### src/rtl/mem_dma_engine.sv
// rtl/mem_dma_engine.sv - block COPY/FILL initiator for a single-port word memory
// Walks forward one word at a time: COPY alternates READ/WRITE, FILL issues a write every cycle.
module mem_dma_engine #(
   parameter int ADDR_W = 10,
   parameter int DATA_W = 32
) (
   input  logic              clk,
   input  logic              rst,
   input  logic              start,
   input  logic              mode,
   input  logic [ADDR_W-1:0] src_addr,
   input  logic [ADDR_W-1:0] dst_addr,
   input  logic [ADDR_W:0]   len,
   input  logic [DATA_W-1:0] fill_value,
   input  logic              abort,
   output logic              busy,
   output logic              done,
   output logic [ADDR_W:0]   words_done,
   output logic              mem_we,
   output logic [ADDR_W-1:0] mem_addr,
   output logic [DATA_W-1:0] mem_wdata,
   input  logic [DATA_W-1:0] mem_rdata
);

   typedef enum logic [1:0] {
      S_IDLE  = 2'd0,
      S_READ  = 2'd1,
      S_WRITE = 2'd2,
      S_DONE  = 2'd3
   } state_t;

   state_t            state;
   state_t            state_nxt;
   logic              mode_q;
   logic [ADDR_W-1:0] src_ptr;
   logic [ADDR_W-1:0] dst_ptr;
   logic [ADDR_W:0]   remaining;
   logic [DATA_W-1:0] fill_q;
   logic [DATA_W-1:0] rd_buf;

   always_ff @(posedge clk) begin
      if (rst) begin
         state <= S_IDLE;
      end else begin
         state <= state_nxt;
      end
   end

   // The last write is the one issued while remaining is still 1.
   always_comb begin
      state_nxt = state;
      case (state)
         S_IDLE: begin
            if (start) begin
               if (len == '0) begin
                  state_nxt = S_DONE;
               end else if (mode) begin
                  state_nxt = S_WRITE;
               end else begin
                  state_nxt = S_READ;
               end
            end
         end
         S_READ: begin
            state_nxt = abort ? S_IDLE : S_WRITE;
         end
         S_WRITE: begin
            if (abort) begin
               state_nxt = S_IDLE;
            end else if (remaining == (ADDR_W+1)'(1)) begin
               state_nxt = S_DONE;
            end else if (mode_q) begin
               state_nxt = S_WRITE;
            end else begin
               state_nxt = S_READ;
            end
         end
         default: begin
            state_nxt = S_IDLE;
         end
      endcase
   end

   always_comb begin
      busy      = 1'b0;
      done      = 1'b0;
      mem_we    = 1'b0;
      mem_addr  = '0;
      mem_wdata = '0;
      case (state)
         S_READ: begin
            busy     = 1'b1;
            mem_addr = src_ptr;
         end
         S_WRITE: begin
            busy      = 1'b1;
            mem_addr  = dst_ptr;
            mem_wdata = mode_q ? fill_q : rd_buf;
            mem_we    = ~rst & ~abort;
         end
         S_DONE: begin
            done = 1'b1;
         end
         default: begin
            busy = 1'b0;
         end
      endcase
   end

   // Pointers are ADDR_W wide so they wrap around the memory for free.
   always_ff @(posedge clk) begin
      if (rst) begin
         mode_q     <= 1'b0;
         src_ptr    <= '0;
         dst_ptr    <= '0;
         remaining  <= '0;
         fill_q     <= '0;
         rd_buf     <= '0;
         words_done <= '0;
      end else begin
         case (state)
            S_IDLE: begin
               if (start) begin
                  mode_q     <= mode;
                  src_ptr    <= src_addr;
                  dst_ptr    <= dst_addr;
                  remaining  <= len;
                  fill_q     <= fill_value;
                  words_done <= '0;
               end
            end
            S_READ: begin
               if (!abort) begin
                  rd_buf  <= mem_rdata;
                  src_ptr <= src_ptr + ADDR_W'(1);
               end
            end
            S_WRITE: begin
               if (!abort) begin
                  dst_ptr    <= dst_ptr + ADDR_W'(1);
                  words_done <= words_done + (ADDR_W+1)'(1);
                  remaining  <= remaining - (ADDR_W+1)'(1);
               end
            end
            default: begin
               remaining <= remaining;
            end
         endcase
      end
   end

endmodule

### config.mk
export PLATFORM = sky130hd
export DESIGN_NAME = mem_dma_engine
export DESIGN_NICKNAME = d
export VERILOG_FILES = /design/src/rtl/mem_dma_engine.sv
export SDC_FILE = /design/constraint.sdc
export NUM_CORES = 1
export LEC_CHECK = 0
export ABC_AREA = 1
export BUFFER_PORTS_ARGS = -buffer_cell sky130_fd_sc_hd__buf_2
export CAP_MARGIN = 0
export CORE_MARGIN = 1.5
export CORE_UTILIZATION = 49
export CTS_CLUSTER_SIZE = 40
export DETAILED_ROUTE_END_ITERATION = 12
export PLACE_DENSITY = 0.78
export RECOVER_POWER = 100
export SLEW_MARGIN = 0
export SYNTH_ARGS = -nofsm -noshare
export SYNTH_HDL_FRONTEND = slang
export SYNTH_SLANG_ARGS = --single-unit
### constraint.sdc
create_clock -name clk -period 2.3 [get_ports clk]
set_input_delay 0.69 -clock clk [delete_from_list [all_inputs] [get_ports clk]]
set_output_delay 0.69 -clock clk [all_outputs]
set_load 0.03 [all_outputs]
==> run metrics <==
Syn Nets=941; clock root buffer=clkbuf_8; Worst-Margin Slew=1.35 ns; WP data arrival=between 1.5 and 2 ns; # port buffers=~160; Max-slew headroom=roughly a tenth; Post-route DRC=0; RSZ-0062 raised after global routing=true; Core ar.=around 0.011 mm2; First DRT Iteration DRCs=437; Post-Route WL=16,100 um; hpwl dp=between 10,000 and 15,000 um; VDD IR max=around 450 uV; met3 wire length=slightly above 1000 um; # clock sinks=approximately 110; GRT Overall Usage=a little over a quarter; Post-Syn Area=between 0.005 and 0.006 mm2; Netlist cell types=33; Place WS=around 0.053 ns; WL met2=~7700 um; area delta synth->final=34.0%; top sig layer=met4; endpoints failing hold=0; Crit. End Element=primary output; HP Start=remaining[9]; initial antenna violation count=1; post-route non-filler standard cell count=1,137; crit start category=flip-flop; sequential-to-total area share from yosys stat=around two fifths; clock slew at reported path FFs=about 0.11 ns; first-pass detailed-route iteration total=6; RR Startpoint=state[0]; share of layout cells above drive strength 1=27.6%; initial core utilization=between 50% and 60%; met1 wire length=7080 um; final core occ=67.2%; clk buf depth=2; die height=~110 um; Mapped Cells=about 830; routability cong.=between 0.9 and 1; # fillers=974; CP Class=flip-flop to primary output; WL/cell=~14 um; status=finished, violations left; CTS H-tree lvls=3; Max Slew Vio Count=0; Yosys warning count=0; Rows=38; clock latency on the worst-skew pair=a little under 0.4 ns; Worst Hold Class=flip-flop to flip-flop; Final period util=101%; mean number of vias per cell=about 5.3; Mean Syn Cell Area=between 6 and 7 um2; cts bufs inserted=9; Routed Antenna Nets=0; CP required=1.61 ns; crit path from=state[0]; Vias=between 5,000 and 6,000; die width=around 110 um; Final Hold Slack=slightly below 0.5 ns; grt total ovfl=0; number of global-route vias before repair=between 5,000 and 6,000; max-cap violation count=0; Final setup viols=19; CP max FO=7; first-pass GRT wire length=about 25,000 um; final worst slack=-0.0334 ns; PD cells=between 700 and 800 mW/mm2; largest net degree at the start of global routing=81; static leakage=approximately 3.2 nW; I/O Pins=approximately 160; synthesized flop and latch total=~110; Fmax=around 430 MHz; CTS tree=yes; failing checks=setup timing; min Tclk post-route=2.33 ns; fin nets=~1,100; Clock Skew=0.0184 ns; placed insts=~1,100; Die Footprint=0.0117 mm2
[cell families (layout without fill, tap and decap cells)]
logic type,after synthesis,count (layout),synth area share (%)
simple gates,402,402,29.4
compound gates,209,209,20.6
flops,109,109,40.1
buf+inv,101,265,7.46
fa+ha+maj,9,9,2.07
xor+xnor,2,2,0.322
other cells,0,1,0
[worst paths after layout]
check	cells after the start	end	slack, ns
hold reg to reg	2	remaining[9]	0.49
setup reg to reg	15	src_ptr[7]	0.19
setup / recovery	7	mem_wdata[13]	-0.03
hold / removal	2	remaining[9]	0.49
[repair_timing]
item,4_1_cts,5_1_grt
hold buffers,0,0
cloned,2,2
resized for setup,80,59
pin swaps,2,25
setup buffers,3,12
hold endpoints to repair,0,0
endpoints found under the setup margin,43,42
[power breakdown]
group | total, mW | internal (mW) | switching, mW | leakage, nW
combinational | 1.65 | 0.662 | 0.991 | 2.19
clock | 1.20 | 0.441 | 0.763 | 0.102
sequential | 2.29 | 2.12 | 0.178 | 0.897
total | 5.15 | 3.22 | 1.93 | 3.19
[Yosys cell counts (all sizes together)]
library cell | n | area, um2
a211oi | 3 | 22.5
a21oi | 50 | 250
a221oi | 2 | 17.5
a2bb2oi | 4 | 35.0
a31o | 1 | 8.76
a31oi | 9 | 56.3
a41oi | 1 | 8.76
and3 | 1 | 6.26
buf | 13 | 75.1
clkbuf | 34 | 128
clkinv | 3 | 11.3
dfxtp | 109 | 2180
ha | 9 | 113
inv | 51 | 191
nand2 | 111 | 417
nand3 | 26 | 135
nand4 | 6 | 37.5
nor2 | 239 | 897
nor3 | 13 | 65.1
nor3b | 1 | 7.51
nor4 | 1 | 6.26
o211ai | 6 | 45.0
o21a | 3 | 22.5
o21ai | 128 | 641
o22ai | 1 | 6.26
o2bb2ai | 1 | 8.76
or2 | 4 | 25.0
xor2 | 2 | 17.5
[cell usage in the layout (no fill, tap or decap), types with 12 or more instances in the layout]
cell type | synthesis | routed
a21oi_1 | 50 | 43
buf_2 | 9 | 111
buf_4 | 2 | 36
buf_6 | 1 | 38
dfxtp_1 | 109 | 107
inv_1 | 49 | 46
nand2_1 | 111 | 110
nand3_1 | 25 | 25
nor2_1 | 239 | 209
nor2_2 | 0 | 30
nor3_1 | 13 | 12
o21ai_0 | 128 | 106
o21ai_1 | 0 | 12
[routing by layer]
metal  vias up  track usage, %
met3        27            5.06
li1       3046               -
met1      2704            35.2
met4         0            7.71
met2       221            45.1
met5         -               0
[sequential cells by signal (all words and copies together) (netlist names)]
register,flops
rd_buf,32
words_done,11
remaining,11
mode_q,1
fill_q,32
src_ptr,10
dst_ptr,10
state,2
[through the flow]
step	setup TNS, ns	total power, mW	instance area (um2)
after floorplan	-0.546	3.28	5520
after global placement	0	3.70	6470
after detailed placement	0	3.71	6470
after CTS	-0.555	5.01	7010
after global routing	-3.02	5.46	7280
final	-0.354	5.15	7280
[worst max-delay path: stages, from the launching register on]
cell and delay [ns]:
dfxtp_4 0.37, inv_4 0.07, ha_4 0.17, buf_6 0.14, clkbuf_16 0.15, o21ai_1 0.07, nor2_2 0.14, buf_6 0.14
[cell type report]
cell class | instances | area [um2] | area share (%)
sequential | 109 | 2190 | 30.1
inverter | 54 | 213 | 2.92
tap | 140 | 175 | 2.40
timing repair buffer | 195 | 1450 | 19.9
clock inverter | 7 | 87.6 | 1.20
multi-input combinational | 622 | 3040 | 41.7
clock buffer | 9 | 124 | 1.70
antenna | 1 | 2.50 | 0.0344
Power figures use the tool's default switching activity.
